===== src/rtl/lcd_apb_pkg.sv =====
// Shared constants, state encoding and frame-layout helpers for the LCD update master.
// The APB engine and the frame sequencer both import this package.
package lcd_apb_pkg;

   localparam logic [3:0] OFS_SPO2  = 4'h0;
   localparam logic [3:0] OFS_HEART = 4'h4;
   localparam logic [3:0] OFS_WATT  = 4'h8;
   localparam logic [3:0] OFS_STB   = 4'hC;

   localparam int SPO2_W  = 12;
   localparam int HEART_W = 12;
   localparam int WATT_W  = 20;
   localparam int TMO_W   = 16;

   typedef enum logic [1:0] {
      ST_IDLE   = 2'd0,
      ST_SETUP  = 2'd1,
      ST_ACCESS = 2'd2,
      ST_DONE   = 2'd3
   } lcd_state_t;

   // Register offset for transfer index; index 4 is the second strobe write.
   function automatic logic [3:0] reg_ofs(input logic [2:0] idx);
      case (idx)
         3'd0:    reg_ofs = OFS_SPO2;
         3'd1:    reg_ofs = OFS_HEART;
         3'd2:    reg_ofs = OFS_WATT;
         default: reg_ofs = OFS_STB;
      endcase
   endfunction

   // Payload of transfer idx, widened to the largest field; the caller zero-extends.
   function automatic logic [WATT_W-1:0] frame_word(
      input logic [2:0]         idx,
      input logic [SPO2_W-1:0]  spo2,
      input logic [HEART_W-1:0] heart,
      input logic [WATT_W-1:0]  watt
   );
      case (idx)
         3'd0:    frame_word = WATT_W'(spo2);
         3'd1:    frame_word = WATT_W'(heart);
         3'd2:    frame_word = watt;
         3'd3:    frame_word = WATT_W'(1);
         default: frame_word = '0;
      endcase
   endfunction

endpackage


===== src/rtl/apb3_master_xfer.sv =====
// Single-write APB3 engine: SETUP then ACCESS until PREADY or timeout.
// A start offered in the completing ACCESS cycle chains the next write without dropping PSEL.
module apb3_master_xfer
   import lcd_apb_pkg::*;
#(
   parameter int ADDR_WIDTH = 16,
   parameter int DATA_WIDTH = 32,
   parameter int TIMEOUT    = 255
) (
   input  logic                  clk,
   input  logic                  reset,
   input  logic                  i_start,
   input  logic [ADDR_WIDTH-1:0] i_addr,
   input  logic [DATA_WIDTH-1:0] i_wdata,
   output logic                  o_fin,
   output logic                  o_slverr,
   output logic                  o_tmo,
   output logic [ADDR_WIDTH-1:0] PADDR,
   output logic                  PSEL,
   output logic                  PENABLE,
   output logic                  PWRITE,
   output logic [DATA_WIDTH-1:0] PWDATA,
   input  logic                  PREADY,
   input  logic                  PSLVERROR
);

   localparam logic [TMO_W-1:0] TMO_LAST = TMO_W'(TIMEOUT - 1);

   lcd_state_t            r_state;
   logic [TMO_W-1:0]      r_tmo_cnt;
   logic                  r_psel;
   logic                  r_penable;
   logic [ADDR_WIDTH-1:0] r_paddr;
   logic [DATA_WIDTH-1:0] r_pwdata;

   logic w_access;
   logic w_tmo_hit;

   assign w_access  = (r_state == ST_ACCESS);
   assign w_tmo_hit = w_access & ~PREADY & (r_tmo_cnt == TMO_LAST);

   assign o_fin    = (w_access & PREADY) | w_tmo_hit;
   assign o_slverr = w_access & PREADY & PSLVERROR;
   assign o_tmo    = w_tmo_hit;

   assign PADDR   = r_paddr;
   assign PSEL    = r_psel;
   assign PENABLE = r_penable;
   assign PWRITE  = r_psel;
   assign PWDATA  = r_pwdata;

   // NOTE: state and outputs use non-blocking assignments so every register
   // samples the pre-edge value of the others, matching the hardware.
   always_ff @(posedge clk) begin
      if (reset) begin
         r_state   <= ST_IDLE;
         r_tmo_cnt <= '0;
         r_psel    <= 1'b0;
         r_penable <= 1'b0;
         r_paddr   <= '0;
         r_pwdata  <= '0;
      end else begin
         case (r_state)
            ST_IDLE: begin
               if (i_start) begin
                  r_state  <= ST_SETUP;
                  r_psel   <= 1'b1;
                  r_paddr  <= i_addr;
                  r_pwdata <= i_wdata;
               end
            end
            ST_SETUP: begin
               r_state   <= ST_ACCESS;
               r_penable <= 1'b1;
               r_tmo_cnt <= '0;
            end
            ST_ACCESS: begin
               if (PREADY || w_tmo_hit) begin
                  r_penable <= 1'b0;
                  if (PREADY && i_start) begin
                     r_state  <= ST_SETUP;
                     r_paddr  <= i_addr;
                     r_pwdata <= i_wdata;
                  end else begin
                     r_state <= ST_IDLE;
                     r_psel  <= 1'b0;
                  end
               end else begin
                  r_tmo_cnt <= r_tmo_cnt + 1'b1;
               end
            end
            default: begin
               r_state   <= ST_IDLE;
               r_psel    <= 1'b0;
               r_penable <= 1'b0;
            end
         endcase
      end
   end

endmodule


===== src/rtl/apb3_lcd_update_master.sv =====
// Frame sequencer: accepts one SpO2/heart/power frame and writes it plus the strobe
// to the LCD register bank through the single-write APB engine.
module apb3_lcd_update_master
   import lcd_apb_pkg::*;
#(
   parameter int ADDR_WIDTH = 16,
   parameter int DATA_WIDTH = 32,
   parameter int BASE_ADDR  = 0,
   parameter int TIMEOUT    = 255,
   parameter int STB_PULSE  = 1
) (
   input  logic                  clk,
   input  logic                  reset,
   input  logic                  upd_valid,
   output logic                  upd_ready,
   input  logic [SPO2_W-1:0]     upd_spo2,
   input  logic [HEART_W-1:0]    upd_heart,
   input  logic [WATT_W-1:0]     upd_watt,
   output logic [ADDR_WIDTH-1:0] PADDR,
   output logic                  PSEL,
   output logic                  PENABLE,
   output logic                  PWRITE,
   output logic [DATA_WIDTH-1:0] PWDATA,
   input  logic                  PREADY,
   input  logic [DATA_WIDTH-1:0] PRDATA,
   input  logic                  PSLVERROR,
   output logic                  busy,
   output logic                  done,
   output logic                  err_slv,
   output logic                  err_tmo
);

   localparam logic [2:0] LAST_IDX = (STB_PULSE != 0) ? 3'd4 : 3'd3;

   lcd_state_t         r_state;
   logic [2:0]         r_idx;
   logic [SPO2_W-1:0]  r_spo2;
   logic [HEART_W-1:0] r_heart;
   logic [WATT_W-1:0]  r_watt;
   logic               r_ready;
   logic               r_busy;
   logic               r_done;
   logic               r_err_slv;
   logic               r_err_tmo;

   logic                  w_accept;
   logic                  w_fin;
   logic                  w_slverr;
   logic                  w_tmo;
   logic                  w_more;
   logic                  w_start;
   logic [2:0]            w_xfer_idx;
   logic [SPO2_W-1:0]     w_spo2;
   logic [HEART_W-1:0]    w_heart;
   logic [WATT_W-1:0]     w_watt;
   logic [ADDR_WIDTH-1:0] w_addr;
   logic [DATA_WIDTH-1:0] w_wdata;
   logic                  w_unused_prdata;

   assign w_unused_prdata = ^PRDATA;

   assign w_accept = upd_valid & r_ready;
   assign w_more   = (r_state == ST_ACCESS) & w_fin & ~w_slverr & ~w_tmo & (r_idx != LAST_IDX);
   assign w_start  = w_accept | w_more;

   // On accept the first write is launched from the live inputs, before the capture registers load.
   assign w_xfer_idx = w_accept ? 3'd0 : r_idx + 3'd1;
   assign w_spo2     = w_accept ? upd_spo2  : r_spo2;
   assign w_heart    = w_accept ? upd_heart : r_heart;
   assign w_watt     = w_accept ? upd_watt  : r_watt;

   assign w_addr  = ADDR_WIDTH'(BASE_ADDR) + ADDR_WIDTH'(reg_ofs(w_xfer_idx));
   assign w_wdata = DATA_WIDTH'(frame_word(w_xfer_idx, w_spo2, w_heart, w_watt));

   assign upd_ready = r_ready;
   assign busy      = r_busy;
   assign done      = r_done;
   assign err_slv   = r_err_slv;
   assign err_tmo   = r_err_tmo;

   apb3_master_xfer #(
      .ADDR_WIDTH (ADDR_WIDTH),
      .DATA_WIDTH (DATA_WIDTH),
      .TIMEOUT    (TIMEOUT)
   ) u_xfer (
      .clk       (clk),
      .reset     (reset),
      .i_start   (w_start),
      .i_addr    (w_addr),
      .i_wdata   (w_wdata),
      .o_fin     (w_fin),
      .o_slverr  (w_slverr),
      .o_tmo     (w_tmo),
      .PADDR     (PADDR),
      .PSEL      (PSEL),
      .PENABLE   (PENABLE),
      .PWRITE    (PWRITE),
      .PWDATA    (PWDATA),
      .PREADY    (PREADY),
      .PSLVERROR (PSLVERROR)
   );

   always_ff @(posedge clk) begin
      if (reset) begin
         r_state   <= ST_IDLE;
         r_idx     <= '0;
         r_spo2    <= '0;
         r_heart   <= '0;
         r_watt    <= '0;
         r_ready   <= 1'b1;
         r_busy    <= 1'b0;
         r_done    <= 1'b0;
         r_err_slv <= 1'b0;
         r_err_tmo <= 1'b0;
      end else begin
         r_done <= 1'b0;
         case (r_state)
            ST_IDLE: begin
               if (w_accept) begin
                  r_spo2    <= upd_spo2;
                  r_heart   <= upd_heart;
                  r_watt    <= upd_watt;
                  r_idx     <= '0;
                  r_err_slv <= 1'b0;
                  r_err_tmo <= 1'b0;
                  r_ready   <= 1'b0;
                  r_busy    <= 1'b1;
                  r_state   <= ST_SETUP;
               end
            end
            ST_SETUP: r_state <= ST_ACCESS;
            ST_ACCESS: begin
               if (w_fin) begin
                  if (w_more) begin
                     r_idx   <= r_idx + 3'd1;
                     r_state <= ST_SETUP;
                  end else begin
                     r_state <= ST_DONE;
                     r_done  <= 1'b1;
                     if (w_slverr) r_err_slv <= 1'b1;
                     if (w_tmo)    r_err_tmo <= 1'b1;
                  end
               end
            end
            // DONE blocks acceptance for one cycle, guaranteeing a PSEL-low gap between frames.
            ST_DONE: begin
               r_state <= ST_IDLE;
               r_ready <= 1'b1;
               r_busy  <= 1'b0;
            end
            default: r_state <= ST_IDLE;
         endcase
      end
   end

endmodule

===== config.mk =====
export PLATFORM = sky130hd
export DESIGN_NAME = apb3_lcd_update_master
export DESIGN_NICKNAME = d
export VERILOG_FILES = /design/src/rtl/lcd_apb_pkg.sv /design/src/rtl/apb3_master_xfer.sv /design/src/rtl/apb3_lcd_update_master.sv
export SDC_FILE = /design/constraint.sdc
export NUM_CORES = 1
export LEC_CHECK = 0
export CORE_MARGIN = 2
export CORE_UTILIZATION = 44
export CTS_BUF_LIST = sky130_fd_sc_hd__clkbuf_4
export DETAILED_ROUTE_END_ITERATION = 8
export PLACE_DENSITY = 0.79
export SYNTH_ARGS = -nofsm -noshare
export SYNTH_HDL_FRONTEND = slang
export SYNTH_SLANG_ARGS = --single-unit

===== constraint.sdc =====
create_clock -name clk -period 2 [get_ports clk]
set_input_delay 0.2 -clock clk [delete_from_list [all_inputs] [get_ports clk]]
set_output_delay 0.2 -clock clk [all_outputs]
set_load 0.005 [all_outputs]

## Word-level counts from Yosys, hierarchy flattened

Index checks and enable logic that the tools add are counted.
Widths: inputs -> output; s select.

- Input bits: 81
- Output and inout port bits: 56
- Bits in registers: 122

- Mux-type cells: 47
- Bitwise gates (word level): 18
- Equal/unequal tests: 21
- Add/subtract/negate cells: 2
- Reduce and logical (&&, ||, !) cells: 20

Operator list:

| operator | count |
|---|---|
| $mux 32 | 3 |
| $pmux 20 s4 | 1 |
| $mux 16 | 4 |
| $pmux 16 s2 | 2 |
| $pmux 32 s2 | 1 |
| $mux 12 | 2 |
| $mux 20 | 1 |
| $ne 2x2->1 const B | 9 |
| $add 16x1->16 const B | 1 |
| $eq 16x8->1 const B | 1 |
| $mux 1 | 14 |
| $mux 3 | 4 |
| $pmux 4 s3 | 1 |
| $reduce_and 4->1 | 3 |
| $mux 2 | 5 |
| $reduce_and 2->1 | 5 |
| $reduce_and 5->1 | 2 |
| $and 1x1->1 | 9 |
| $pmux 1 s2 | 4 |
| $pmux 2 s4 | 1 |
| $reduce_bool 2->1 | 4 |
| $not 1->1 | 7 |
| $eq 2x2->1 const B | 3 |
| $eq 3x2->1 const B | 2 |
| other kinds (14) | 19 |

## Longest topological paths before layout

Gate-level depths: netlist of run 1.

- Word-level depth: 13
- Gate-level depth with buffers: 9
- Depth with buffers taken out: 6

## Modules after synthesis

From an unflattened synthesis of run 1, not the netlist that was laid out.

- Cell total of the unflattened synthesis: 578
- Area total of the unflattened synthesis: 5146.2 um^2

Modules (own cells, without submodules):

| module | instances | cells each | area an instance (um^2) |
|---|---|---|---|
| apb3_master_xfer | 1 | 343 | 2750.1 |
| apb3_lcd_update_master | 1 | 235 | 2396.0 |

## Worst setup path after synthesis of run 1

No wires, ideal clock.

- Path type: register to register
- Start point: register r_idx[0]
- End point: register u_xfer.r_pwdata[1], in the netlist u_xfer.PWDATA[1]
- Clock period less this slack: 2.066 ns
- Cell stages (with the launch flop): 9
- Buffers on the path: 2
- Data required time: 1.878 ns
- Slack: -0.066 ns
- Arrival time: 1.945 ns
- Library setup time: 0.122 ns
- Cell sequence: dfxtp_1 > buf_2 > inv_1 > ha_1 > clkbuf_1 > mux2_2 > nand3_1 > a21oi_1 > a221o_1

- Longest elaborated chain between the ends: 7
- Elaborated cells between the ends (all ways): 18

RTL lines:

| element | RTL line | RTL |
|---|---|---|
| start, declared | apb3_lcd_update_master.sv:36 | `logic [2:0] r_idx;` |
| start signal, assigned | apb3_lcd_update_master.sv:135 | `r_idx <= r_idx + 3'd1;` |
| $add 3x1->3 | apb3_lcd_update_master.sv:67 | `assign w_xfer_idx = w_accept ? 3'd0 : r_idx + 3'd1;` |
| $mux 3 | apb3_lcd_update_master.sv:67 |  |
| $eq 3x2->1 (tied with other cells) | lcd_apb_pkg.sv:39 | `case (idx)` |
| $pmux 20 s4 | lcd_apb_pkg.sv:39 |  |
| $mux 32 | apb3_master_xfer.sv:80 | `if (PREADY && i_start) begin` |
| $mux 32 | apb3_master_xfer.sv:78 | `if (PREADY \|\| w_tmo_hit) begin` |
| $pmux 32 s2 | apb3_master_xfer.sv:63 | `case (r_state)` |
| end signal, assigned | apb3_master_xfer.sv:69 | `r_pwdata <= i_wdata;` |
| end signal, assigned | apb3_master_xfer.sv:83 | `r_pwdata <= i_wdata;` |
| end, declared | apb3_master_xfer.sv:34 | `logic [DATA_WIDTH-1:0] r_pwdata;` |

Parallel ways exist; a longest one is shown, timed or not. The select of a mux whose other input is x is not followed.
A chain may end at the register's enable or synchronous reset.

## Worst setup path after layout of run 1

- Start point: register u_xfer.r_tmo_cnt[12]
- End point: register u_xfer.r_tmo_cnt[0]

- Longest elaborated chain between the ends: 5

RTL lines:

| element | RTL line | RTL |
|---|---|---|
| start, declared | apb3_master_xfer.sv:30 | `logic [TMO_W-1:0] r_tmo_cnt;` |
| start signal, assigned | apb3_master_xfer.sv:89 | `r_tmo_cnt <= r_tmo_cnt + 1'b1;` |
| $eq 16x8->1 | apb3_master_xfer.sv:40 | `assign w_tmo_hit = w_access & ~PREADY & (r_tmo_cnt == TMO_LAST);` |
| $and 1x1->1 | apb3_master_xfer.sv:40 |  |
| $logic_or 1x1->1 | apb3_master_xfer.sv:78 |  |
| $ne 2x2->1 (no source line) | - |  |
| $reduce_and 2->1 (no source line) | - |  |

Every way passes these cells.

==> run_summary.xml, run 1 <==
<?xml version="1.0" encoding="UTF-8"?>
<metrics>
  <group name="floorplan">
    <metric name="die-width" unit="microns">105.4</metric>
    <metric name="die_area" unit="sq um">11110</metric>
    <metric name="initial_core_util" unit="%">44.63</metric>
    <metric name="floorplan.core_area" unit="sq um">10140</metric>
    <metric name="floorplan.die.height" unit="microns">105.4</metric>
    <metric name="num_rows" unit="">37</metric>
    <metric name="io_pins" unit="">137</metric>
  </group>
  <group name="setup_path">
    <metric name="cp_arrival" unit="ns">2.33</metric>
    <metric name="worst_r2r_startpoint" unit="">u_xfer.r_tmo_cnt[12]$_SDFFE_PP0P_</metric>
    <metric name="startpoint" unit="">u_xfer.r_tmo_cnt[12]$_SDFFE_PP0P_</metric>
    <metric name="path_class" unit="">reg -&gt; reg</metric>
    <metric name="crit_required" unit="ns">2.36</metric>
    <metric name="crit_path_start_kind" unit="">register</metric>
    <metric name="worstSetupEndpointType" unit="">register</metric>
    <metric name="cp_max_fo" unit="">5</metric>
  </group>
  <group name="finish">
    <metric name="total_non_filler_cell_area_in_the_finished_layout" unit="sq um">5647</metric>
    <metric name="post_route_cells_drive_above_1_share" unit="%">12.62</metric>
    <metric name="final_common_cell" unit="">nand2_1</metric>
    <metric name="final_util" unit="%">55.70</metric>
    <metric name="flow.area_growth_from_synthesis" unit="%">24.81</metric>
    <metric name="num_antenna_cells" unit="">0</metric>
    <metric name="design.final.nets" unit="">706</metric>
    <metric name="final_cells" unit="">762</metric>
    <metric name="layout.cells.most_common_list" unit="">nand2_1, dfxtp_1, a21oi_1</metric>
  </group>
  <group name="outcome">
    <metric name="result_of_the_run" unit="">finished clean</metric>
  </group>
  <group name="clock_tree">
    <metric name="cts_setup_buffers" unit="">0</metric>
    <metric name="clock_tree_from_tritoncts" unit="">done</metric>
    <metric name="cts-htree-levels" unit="">3</metric>
    <metric name="clk_transition_reported_paths" unit="ns">0.15</metric>
    <metric name="max-clock-path-buffers" unit="">2</metric>
    <metric name="clock_sink_count" unit="">96</metric>
    <metric name="numCtsBuffers" unit="">9</metric>
    <metric name="clk-insertion-delay-late" unit="ns">0.47</metric>
    <metric name="clk_root_buffer_cell" unit="">clkbuf_4</metric>
  </group>
  <group name="placement">
    <metric name="dp_cells" unit="">746</metric>
    <metric name="post-dp-hpwl" unit="mm">8.049</metric>
    <metric name="gp_routability_congestion" unit="">0.8571</metric>
    <metric name="preCtsSetupSlack" unit="ns">-0.06479</metric>
    <metric name="portBuffers" unit="">78</metric>
    <metric name="placedInstanceArea" unit="sq um">5468</metric>
  </group>
  <group name="timing">
    <metric name="holdWs" unit="ns">0.09134</metric>
    <metric name="fin_setup_tns" unit="ns">0</metric>
    <metric name="fin_crit_sh" unit="%">98.54</metric>
    <metric name="setup_viol_count_final" unit="">0</metric>
    <metric name="worst-slew-pin-transition" unit="ns">0.8942</metric>
    <metric name="maxClockFrequency" unit="GHz">0.5074</metric>
    <metric name="rsz0062_at_grt" unit="">yes</metric>
    <metric name="remaining_max_slew_budget_at_the_tightest_pin" unit="%">39.84</metric>
    <metric name="fin_skew" unit="ns">0.02009</metric>
    <metric name="final.min_clock_period" unit="ns">1.971</metric>
    <metric name="layout_setup_ws" unit="ns">0.02915</metric>
    <metric name="max_transition_viols_final" unit="">0</metric>
    <metric name="timing_hold_violations_final" unit="">0</metric>
  </group>
  <group name="global_route">
    <metric name="grtUsageTotal" unit="%">20.09</metric>
    <metric name="first_global_vias" unit="">3885</metric>
    <metric name="first_pass_grt_wire_length" unit="mm">18.13</metric>
    <metric name="grt_remaining_overflow" unit="">0</metric>
    <metric name="grt_antenna_before_repair" unit="">0</metric>
    <metric name="grt_max_degree" unit="">44</metric>
  </group>
  <group name="synthesis">
    <metric name="synthesis.area" unit="sq um">4524</metric>
    <metric name="synth-async-reset-ratio" unit="%">0</metric>
    <metric name="synth_seq_cells" unit="">96</metric>
    <metric name="ys_types" unit="">61</metric>
    <metric name="synth_edf_count" unit="">0</metric>
    <metric name="postSynth.topFlopCell" unit="">dfxtp_1</metric>
    <metric name="synthesis.yosys.warnings" unit="">0</metric>
    <metric name="yosysSeqAreaShare" unit="%">42.48</metric>
    <metric name="synth.avg_cell_area" unit="sq um">8.347</metric>
    <metric name="synthCells" unit="">542</metric>
  </group>
  <group name="pwr">
    <metric name="power_density_of_the_placed_cells" unit="nW/um^2">681.4</metric>
    <metric name="leakagePower" unit="nW">2.048</metric>
    <metric name="total_power" unit="mW">3.847</metric>
    <metric name="max-vdd-ir-drop" unit="mV">0.4107</metric>
  </group>
  <group name="detailed_routing">
    <metric name="final_antenna_net_count" unit="">0</metric>
    <metric name="route.detailed.drc" unit="">0</metric>
    <metric name="drt_pre_antenna_iters" unit="">7</metric>
    <metric name="dr_total_vias" unit="">4192</metric>
    <metric name="drt_total_wl" unit="mm">11.24</metric>
    <metric name="routedWlPerCell" unit="microns">14.75</metric>
    <metric name="via_per_inst" unit="">5.501</metric>
    <metric name="first_iteration_detailed_routing_drc_count" unit="">295</metric>
  </group>
  <group name="min_path">
    <metric name="hp-start" unit="">reset</metric>
    <metric name="hold_class" unit="">in -&gt; reg</metric>
  </group>
  <group name="job">
    <metric name="maxCapViolations" unit="">0</metric>
  </group>
</metrics>
==> state kept, by name, indices dropped and copies added (netlist names), 2 cells and up <==
signal	count
r_heart	12
u_xfer.r_state	2
u_xfer.PADDR	2
r_state	2
r_spo2	12
u_xfer.r_tmo_cnt	16
u_xfer.PWDATA	20
r_idx	3
r_watt	20
==> per-layer routing <==
metal	track usage, %	vias up	wire length [microns]
li1	-	2054	-
met1	24.59	1950	4746
met2	34.06	161	5497
met3	4.082	27	725
met4	8.762	0	267
met5	0	-	0
==> cells by family after synthesis <==
| logic type | count (synthesis) | share of synthesized area, % |
|---|---|---|
| and+or+nand+nor | 204 | 22.82 |
| AOI/OAI and AO/OA | 143 | 19.72 |
| other | 1 | 0.08289 |
| DFF | 96 | 42.48 |
| adders and majority gates | 4 | 1.106 |
| muxes | 18 | 4.397 |
| xor gates and xnor gates | 2 | 0.3872 |
| buffers and inverters | 74 | 9.015 |
==> final timing paths <==
kind | endpoint | slack (ns) | cells after the start
max | u_xfer.r_tmo_cnt[0]$_SDFFE_PP0P_ | 0.03 | 4
min | err_tmo$_SDFFE_PP0P_ | 0.09 | 2
max reg2reg | u_xfer.r_tmo_cnt[0]$_SDFFE_PP0P_ | 0.03 | 4
min reg2reg | r_watt[0]$_SDFFE_PP0N_ | 0.47 | 2
==> final cells by class <==
cell class	instances	area, sq um
Multi-Input combinational cell	397	2325
Sequential cell	96	1924
Inverter	7	26.28
Fill cell	916	4492
Clock inverter	7	92.59
Timing Repair Buffer	110	1041
Tap cell	136	170.2
Clock buffer	9	67.56
==> worst max-delay path, cell delays in order, from the launching register on <==
cell	delay (ns)
dfxtp_2	0.38
or4_4	0.58
or3_4	0.43
o21ai_4	0.16
mux2_4	0.31
==> timing repair <==
| item | 4_1_cts | 5_1_grt |
|---|---|---|
| pin swaps | 0 | 0 |
| hold buffers | 0 | 0 |
| setup endpoints to repair | 6 | 15 |
| gates resized for setup | 1 | 5 |
==> power by group <==
part / switching [mW] / internal (mW) / total, mW
clock network: 0.669 / 0.510 / 1.18
registers: 0.0678 / 2.01 / 2.08
logic: 0.296 / 0.294 / 0.590
==> cell usage after synthesis (all sizes together) (2+ instances only) <==
cell type | count | share of area (%)
o21ai | 9 | 1.2
mux2i | 6 | 1.3
a221o | 5 | 1.1
a31oi | 2 | 0.28
or2 | 2 | 0.28
nand4b | 2 | 0.39
o31ai | 15 | 2.5
and2 | 2 | 0.28
o211ai | 12 | 2.0
a21oi | 84 | 9.3
nand2 | 106 | 8.8
mux2 | 12 | 3.1
and4 | 3 | 0.58
ha | 4 | 1.1
nand3 | 27 | 3.1
clkbuf | 32 | 2.9
a211oi | 4 | 0.66
nor4 | 3 | 0.55
nand4 | 11 | 1.7
or4 | 7 | 1.3
inv | 6 | 0.50
and3 | 4 | 0.55
buf | 35 | 5.5
nor3 | 6 | 1.0
nand2b | 4 | 0.55
nor3b | 2 | 0.58
or3 | 8 | 1.2
nor2 | 11 | 0.91
a222oi | 6 | 1.3
nor2b | 3 | 0.41
dfxtp | 96 | 42
No activity file was read; power rests on OpenSTA's default activity.
==> run 2: changes to the inputs <==
Settings changed: GPL_TIMING_DRIVEN set to 0.
==> run_summary.xml, run 2 (synthesis gave the netlist of run 1 again) <==
<?xml version="1.0" encoding="UTF-8"?>
<metrics>
  <group name="finish">
    <metric name="final_common_cell" unit="">nand2_1</metric>
    <metric name="post_route_cells_drive_above_1_share" unit="%">18.45</metric>
    <metric name="final.fill_count" unit="">912</metric>
    <metric name="num_antenna_cells" unit="">0</metric>
    <metric name="multi_input_comb_area" unit="sq um">2385</metric>
    <metric name="total_non_filler_cell_area_in_the_finished_layout" unit="sq um">5992</metric>
    <metric name="design.final.nets" unit="">752</metric>
    <metric name="flow.area_growth_from_synthesis" unit="%">32.44</metric>
    <metric name="layout.area.seq" unit="sq um">1932</metric>
    <metric name="layout.cells.most_common_list" unit="">nand2_1, dfxtp_1, a21oi_1</metric>
  </group>
  <group name="setup_path">
    <metric name="ff2ff_path_depth" unit="">8</metric>
    <metric name="slowest_stage" unit="">dfxtp_2</metric>
    <metric name="timing.rr.end" unit="">u_xfer.PWDATA[3]$_SDFFE_PP0P_</metric>
    <metric name="crit_required" unit="ns">2.35</metric>
    <metric name="crit_path_start_kind" unit="">register</metric>
    <metric name="cp_max_fo" unit="">7</metric>
    <metric name="path_class" unit="">reg -&gt; reg</metric>
    <metric name="cp_arrival" unit="ns">2.32</metric>
    <metric name="worst_r2r_startpoint" unit="">r_idx[0]$_SDFFE_PP0P_</metric>
    <metric name="worst_path_largest_cell_delay" unit="ns">0.40</metric>
    <metric name="reg2reg_setup_slack" unit="ns">0.02</metric>
    <metric name="crit_path_cell_trace" unit="">buf_8, clkinvlp_4, ha_4, buf_8, mux2_2, nand3_2, a21oi_1, a221o_1</metric>
    <metric name="worstSetupEndpointType" unit="">register</metric>
    <metric name="critPathMostFrequentCell" unit="">buf_8</metric>
  </group>
  <group name="clock_tree">
    <metric name="clk_transition_reported_paths" unit="ns">0.16</metric>
    <metric name="clk-insertion-delay-late" unit="ns">0.45</metric>
    <metric name="numCtsBuffers" unit="">9</metric>
    <metric name="clk_root_buffer_cell" unit="">clkbuf_4</metric>
    <metric name="clock_tree_from_tritoncts" unit="">done</metric>
    <metric name="cts-htree-levels" unit="">3</metric>
    <metric name="cts_hold_repair.buffers" unit="">0</metric>
    <metric name="max-clock-path-buffers" unit="">2</metric>
    <metric name="clock_sink_count" unit="">96</metric>
  </group>
  <group name="pwr">
    <metric name="power_density_of_the_placed_cells" unit="nW/um^2">633.7</metric>
    <metric name="leakagePower" unit="nW">2.223</metric>
    <metric name="power.share.switching" unit="%">28.40</metric>
    <metric name="switching_power" unit="mW">1.078</metric>
    <metric name="clockPowerShare" unit="%">28.4</metric>
    <metric name="max-vdd-ir-drop" unit="mV">0.3745</metric>
    <metric name="share_seq_of_total_power" unit="%">54.6</metric>
    <metric name="proportion_of_power_drawn_by_combinational_gates" unit="%">17.0</metric>
    <metric name="cell_internal_pwr" unit="mW">2.719</metric>
  </group>
  <group name="floorplan">
    <metric name="initial_core_util" unit="%">44.63</metric>
    <metric name="die-width" unit="microns">105.4</metric>
    <metric name="io_pins" unit="">137</metric>
    <metric name="floorplan.core_area" unit="sq um">10140</metric>
    <metric name="num_rows" unit="">37</metric>
    <metric name="floorplan.die.height" unit="microns">105.4</metric>
    <metric name="die_area" unit="sq um">11110</metric>
  </group>
  <group name="timing">
    <metric name="maxClockFrequency" unit="GHz">0.5059</metric>
    <metric name="final.min_clock_period" unit="ns">1.977</metric>
    <metric name="setup_viol_count_final" unit="">0</metric>
    <metric name="max_transition_viols_final" unit="">0</metric>
    <metric name="layout_setup_ws" unit="ns">0.02347</metric>
    <metric name="worst-slew-pin-transition" unit="ns">0.6501</metric>
    <metric name="remaining_max_slew_budget_at_the_tightest_pin" unit="%">56.30</metric>
    <metric name="fin_crit_sh" unit="%">98.83</metric>
    <metric name="holdWs" unit="ns">0.2668</metric>
    <metric name="fin_skew" unit="ns">0.01756</metric>
    <metric name="timing_hold_violations_final" unit="">0</metric>
  </group>
  <group name="global_route">
    <metric name="first_pass_grt_wire_length" unit="mm">19.67</metric>
    <metric name="grt_max_degree" unit="">18</metric>
    <metric name="grt_remaining_overflow" unit="">0</metric>
    <metric name="first_global_vias" unit="">4116</metric>
    <metric name="grt_antenna_before_repair" unit="">0</metric>
    <metric name="grtUsageTotal" unit="%">21.77</metric>
  </group>
  <group name="detailed_routing">
    <metric name="drt_pre_antenna_iters" unit="">5</metric>
    <metric name="dr_total_vias" unit="">4420</metric>
    <metric name="first_iteration_detailed_routing_drc_count" unit="">331</metric>
    <metric name="drt_total_wl" unit="mm">12.40</metric>
    <metric name="routedWlPerCell" unit="microns">15.35</metric>
    <metric name="final_antenna_net_count" unit="">0</metric>
    <metric name="via_per_inst" unit="">5.470</metric>
    <metric name="route.detailed.drc" unit="">0</metric>
  </group>
  <group name="placement">
    <metric name="portBuffers" unit="">77</metric>
    <metric name="preCtsSetupSlack" unit="ns">-0.5745</metric>
    <metric name="post-dp-hpwl" unit="mm">8.830</metric>
    <metric name="placedInstanceArea" unit="sq um">5565</metric>
    <metric name="gp_routability_congestion" unit="">0.9291</metric>
  </group>
  <group name="min_path">
    <metric name="hold_class" unit="">in -&gt; reg</metric>
    <metric name="min_to" unit="">u_xfer.r_tmo_cnt[7]$_SDFFE_PP0P_</metric>
    <metric name="worst_hold_path_cell_count" unit="">3</metric>
    <metric name="hp-start" unit="">reset</metric>
  </group>
  <group name="job">
    <metric name="maxCapViolations" unit="">0</metric>
  </group>
  <group name="outcome">
    <metric name="result_of_the_run" unit="">finished clean</metric>
  </group>
</metrics>
-- run 2: cell types whose count changed in the layout (fill, tap and decap cells not counted), sizes merged --
cell / previous run / this run
clkinv: 4 / 2
clkinvlp: 0 / 3
clkbuf: 9 / 39
buf: 33 / 49
bufinv: 2 / 1
-- run 2: power by group through the flow --
stage	registers (mW)	clock network, mW	logic (mW)
final	2.07	1.08	0.645
after global routing	2.09	1.18	0.704
after CTS	2.07	1.09	0.627
after detailed placement	2.11	0	0.615
after global placement	2.11	0	0.602
after floorplan	2.10	0	0.356
-- run 2: cell type report --
cell class | instances | area share, %
flip-flops and latches | 96 | 32.24
inverters | 7 | 0.5011
clock inverters | 7 | 1.253
repair buffers | 93 | 15.37
clock buffers | 9 | 1.128
multi-input cells | 397 | 39.80
well taps | 136 | 2.840
plain buffers | 63 | 6.870
-- run 2: stage by stage --
step | std cells | util [%] | setup TNS [ns] | power (mW)
after floorplan | 567 | - | 0 | 2.454
after global placement | 780 | 54.89 | -21.53 | 2.710
after detailed placement | 780 | 54.89 | -25.05 | 2.729
after CTS | 798 | 57.30 | 0 | 3.786
after global routing | 808 | 59.10 | -0.4469 | 3.969
final | 808 | 59.10 | 0 | 3.797
-- run 2: what timing repair did --
action	CTS	global route
endpoints found under the hold margin	0	0
pin swaps	2	5
endpoints found under the setup margin	50	72
cloned	0	1
buffers inserted	4	11
resized for setup	20	32
-- run 2: worst max-delay path, delay by kind of cell (launching register included) --
| kind | cells | cell delay (ns) |
|---|---|---|
| adders and majority gates | 1 | 0.33 |
| and+or+nand+nor | 1 | 0.08 |
| muxes | 1 | 0.35 |
| DFF | 1 | 0.40 |
| buffers and inverters | 3 | 0.37 |
| AOI/OAI and AO/OA | 2 | 0.33 |
-- run 2: how the worst max path moves through the flow --
stage	start	to	slack (ns)
after CTS	u_xfer.r_tmo_cnt[8]$_SDFFE_PP0P_	u_xfer.r_tmo_cnt[0]$_SDFFE_PP0P_	0.008
after global placement	upd_valid	u_xfer.PWDATA[5]$_SDFFE_PP0P_	-0.49
final	r_idx[0]$_SDFFE_PP0P_	u_xfer.PWDATA[3]$_SDFFE_PP0P_	0.02
after floorplan	r_idx[0]$_SDFFE_PP0P_	u_xfer.PWDATA[10]$_SDFFE_PP0P_	0.03
after global routing	r_idx[0]$_SDFFE_PP0P_	r_idx[2]$_SDFFE_PP0P_	-0.06
after detailed placement	upd_valid	u_xfer.PWDATA[4]$_SDFFE_PP0P_	-0.57
-- run 2: routing by layer --
metal	part of all wire, %	vias up	track usage [%]
met2	51	180	37.93
li1	-	2145	-
met4	2.1	0	7.143
met5	0	-	0
met1	41	2072	26.98
met3	5.7	23	4.082
==> run 3: changes to the inputs <==
Clock period 2 ns to 1.68 ns, I/O delays scaled along.
==> run_summary.xml, run 3 (synthesis gave the netlist of run 1 again) <==
<?xml version="1.0" encoding="UTF-8"?>
<metrics>
  <group name="pwr">
    <metric name="total_power" unit="mW">4.590</metric>
    <metric name="power_density_of_the_placed_cells" unit="nW/um^2">683.9</metric>
    <metric name="leakagePower" unit="nW">2.535</metric>
    <metric name="max-vdd-ir-drop" unit="mV">0.3940</metric>
  </group>
  <group name="setup_path">
    <metric name="ff2ff_path_depth" unit="">4</metric>
    <metric name="crit_required" unit="ns">2.06</metric>
    <metric name="path_class" unit="">reg -&gt; reg</metric>
    <metric name="crit_path_start_kind" unit="">register</metric>
    <metric name="cp_arrival" unit="ns">2.30</metric>
    <metric name="worstSetupEndpointType" unit="">register</metric>
    <metric name="cp_max_fo" unit="">2</metric>
  </group>
  <group name="clock_tree">
    <metric name="clock_tree_from_tritoncts" unit="">done</metric>
    <metric name="cts-htree-levels" unit="">3</metric>
    <metric name="clk-insertion-delay-late" unit="ns">0.48</metric>
    <metric name="max-clock-path-buffers" unit="">2</metric>
    <metric name="numCtsBuffers" unit="">9</metric>
    <metric name="clock_sink_count" unit="">96</metric>
    <metric name="clk_transition_reported_paths" unit="ns">0.18</metric>
    <metric name="clk_root_buffer_cell" unit="">clkbuf_4</metric>
  </group>
  <group name="job">
    <metric name="maxCapViolations" unit="">0</metric>
  </group>
  <group name="timing">
    <metric name="layout_setup_ws" unit="ns">-0.2426</metric>
    <metric name="maxClockFrequency" unit="GHz">0.5201</metric>
    <metric name="fin_skew" unit="ns">0.03245</metric>
    <metric name="remaining_max_slew_budget_at_the_tightest_pin" unit="%">52.69</metric>
    <metric name="rsz0062_at_grt" unit="">yes</metric>
    <metric name="final.min_clock_period" unit="ns">1.923</metric>
    <metric name="worst-slew-pin-transition" unit="ns">0.7097</metric>
    <metric name="timing_hold_violations_final" unit="">0</metric>
    <metric name="max_transition_viols_final" unit="">0</metric>
    <metric name="setup_viol_count_final" unit="">47</metric>
    <metric name="fin_crit_sh" unit="%">114.4</metric>
  </group>
  <group name="detailed_routing">
    <metric name="via_per_inst" unit="">5.871</metric>
    <metric name="first_iteration_detailed_routing_drc_count" unit="">472</metric>
    <metric name="route.detailed.drc" unit="">0</metric>
    <metric name="dr_total_vias" unit="">4943</metric>
    <metric name="drt_pre_antenna_iters" unit="">5</metric>
    <metric name="drt_total_wl" unit="mm">15.81</metric>
    <metric name="final_antenna_net_count" unit="">0</metric>
    <metric name="routedWlPerCell" unit="microns">18.77</metric>
  </group>
  <group name="finish">
    <metric name="final_cells" unit="">842</metric>
    <metric name="layout.cells.most_common_list" unit="">nand2_1, dfxtp_1, clkdlybuf4s50_1</metric>
    <metric name="design.final.nets" unit="">784</metric>
    <metric name="flow.area_growth_from_synthesis" unit="%">48.34</metric>
    <metric name="total_non_filler_cell_area_in_the_finished_layout" unit="sq um">6711</metric>
    <metric name="final_common_cell" unit="">nand2_1</metric>
    <metric name="post_route_cells_drive_above_1_share" unit="%">30.40</metric>
    <metric name="final.fill_count" unit="">756</metric>
  </group>
  <group name="floorplan">
    <metric name="initial_core_util" unit="%">44.63</metric>
    <metric name="num_rows" unit="">37</metric>
    <metric name="floorplan.core_area" unit="sq um">10140</metric>
    <metric name="floorplan.die.height" unit="microns">105.4</metric>
    <metric name="die_area" unit="sq um">11110</metric>
    <metric name="die-width" unit="microns">105.4</metric>
    <metric name="io_pins" unit="">137</metric>
  </group>
  <group name="min_path">
    <metric name="worst_hold_path_cell_count" unit="">3</metric>
    <metric name="hold_class" unit="">in -&gt; reg</metric>
  </group>
  <group name="global_route">
    <metric name="grt_remaining_overflow" unit="">0</metric>
    <metric name="grt_max_degree" unit="">20</metric>
    <metric name="first_global_vias" unit="">4603</metric>
    <metric name="grt_antenna_before_repair" unit="">0</metric>
    <metric name="first_pass_grt_wire_length" unit="mm">22.83</metric>
    <metric name="grtUsageTotal" unit="%">25.90</metric>
  </group>
  <group name="outcome">
    <metric name="failed_checks" unit="">negative setup slack</metric>
    <metric name="result_of_the_run" unit="">finished with violations</metric>
  </group>
  <group name="placement">
    <metric name="portBuffers" unit="">77</metric>
    <metric name="dp_cells" unit="">780</metric>
    <metric name="placedInstanceArea" unit="sq um">5667</metric>
    <metric name="post-dp-hpwl" unit="mm">9.253</metric>
    <metric name="gp_routability_congestion" unit="">0.9058</metric>
  </group>
</metrics>
## run 3: stage by stage
step | setup WS [ns] | utilization, % | hold slack [ns] | setup TNS (ns)
floorplan | -0.1996 | - | 0.3040 | -0.7468
global placement | -0.8329 | 55.89 | 0.4385 | -48.50
detailed placement | -0.8933 | 55.89 | 0.4478 | -55.36
CTS | -0.2088 | 62.69 | 0.2066 | -3.051
global route | -0.2512 | 66.15 | 0.2069 | -7.807
finish | -0.2426 | 66.20 | 0.2105 | -5.595
## run 3: layout make-up
cell class	instances	area (sq um)	share of cell area (%)
Sequential cell	96	1949	29.05
Antenna cell	2	5.005	0.07457
Timing Repair Buffer	129	1264	18.83
Buffer	59	467.9	6.972
Inverter	7	31.28	0.4661
Clock buffer	9	67.56	1.007
Tap cell	136	170.2	2.535
Clock inverter	7	61.31	0.9135
Multi-Input combinational cell	397	2695	40.16
## run 3: worst paths after layout
| kind | slack [ns] | endpoint | from |
|---|---|---|---|
| worst min register to register | 0.47 | r_spo2[11]$_SDFFE_PP0N_ | r_spo2[11]$_SDFFE_PP0N_ |
| worst min-delay path | 0.21 | r_watt[9]$_SDFFE_PP0N_ | upd_watt[9] |
| worst max register to register | -0.24 | u_xfer.r_tmo_cnt[0]$_SDFFE_PP0P_ | u_xfer.r_tmo_cnt[8]$_SDFFE_PP0P_ |
| worst max-delay path | -0.24 | u_xfer.r_tmo_cnt[0]$_SDFFE_PP0P_ | u_xfer.r_tmo_cnt[8]$_SDFFE_PP0P_ |
## run 3: power by group
part | leakage, nW | internal (mW) | switching [mW]
clock | 0.0708 | 0.336 | 0.896
combinational | 1.67 | 0.434 | 0.441
sequential | 0.791 | 2.39 | 0.0892
## run 3: critical path: stages, from the launching register on
cell,delay (ns)
dfxtp_2,0.36
or4_4,0.55
or3_4,0.42
o21ai_4,0.18
mux2_4,0.31
## run 3: per-layer routing
| layer | up-vias | share of wire, % | wire [microns] | GRT usage (%) |
|---|---|---|---|---|
| met3 | 88 | 8.6 | 1354 | 5.133 |
| li1 | 2209 | - | - | - |
| met2 | 321 | 49 | 7781 | 44.52 |
| met1 | 2325 | 37 | 5795 | 31.13 |
| met4 | 0 | 5.5 | 874 | 11.71 |
| met5 | - | 0 | 0 | 0 |
## run 3: timing repair
action                     4_1_cts  5_1_grt
gates resized for setup         85       64
setup buffers                   35       15
pin swaps                       50       38
hold buffers                     0        0
cloned                           2        1
setup endpoints to repair       93       82
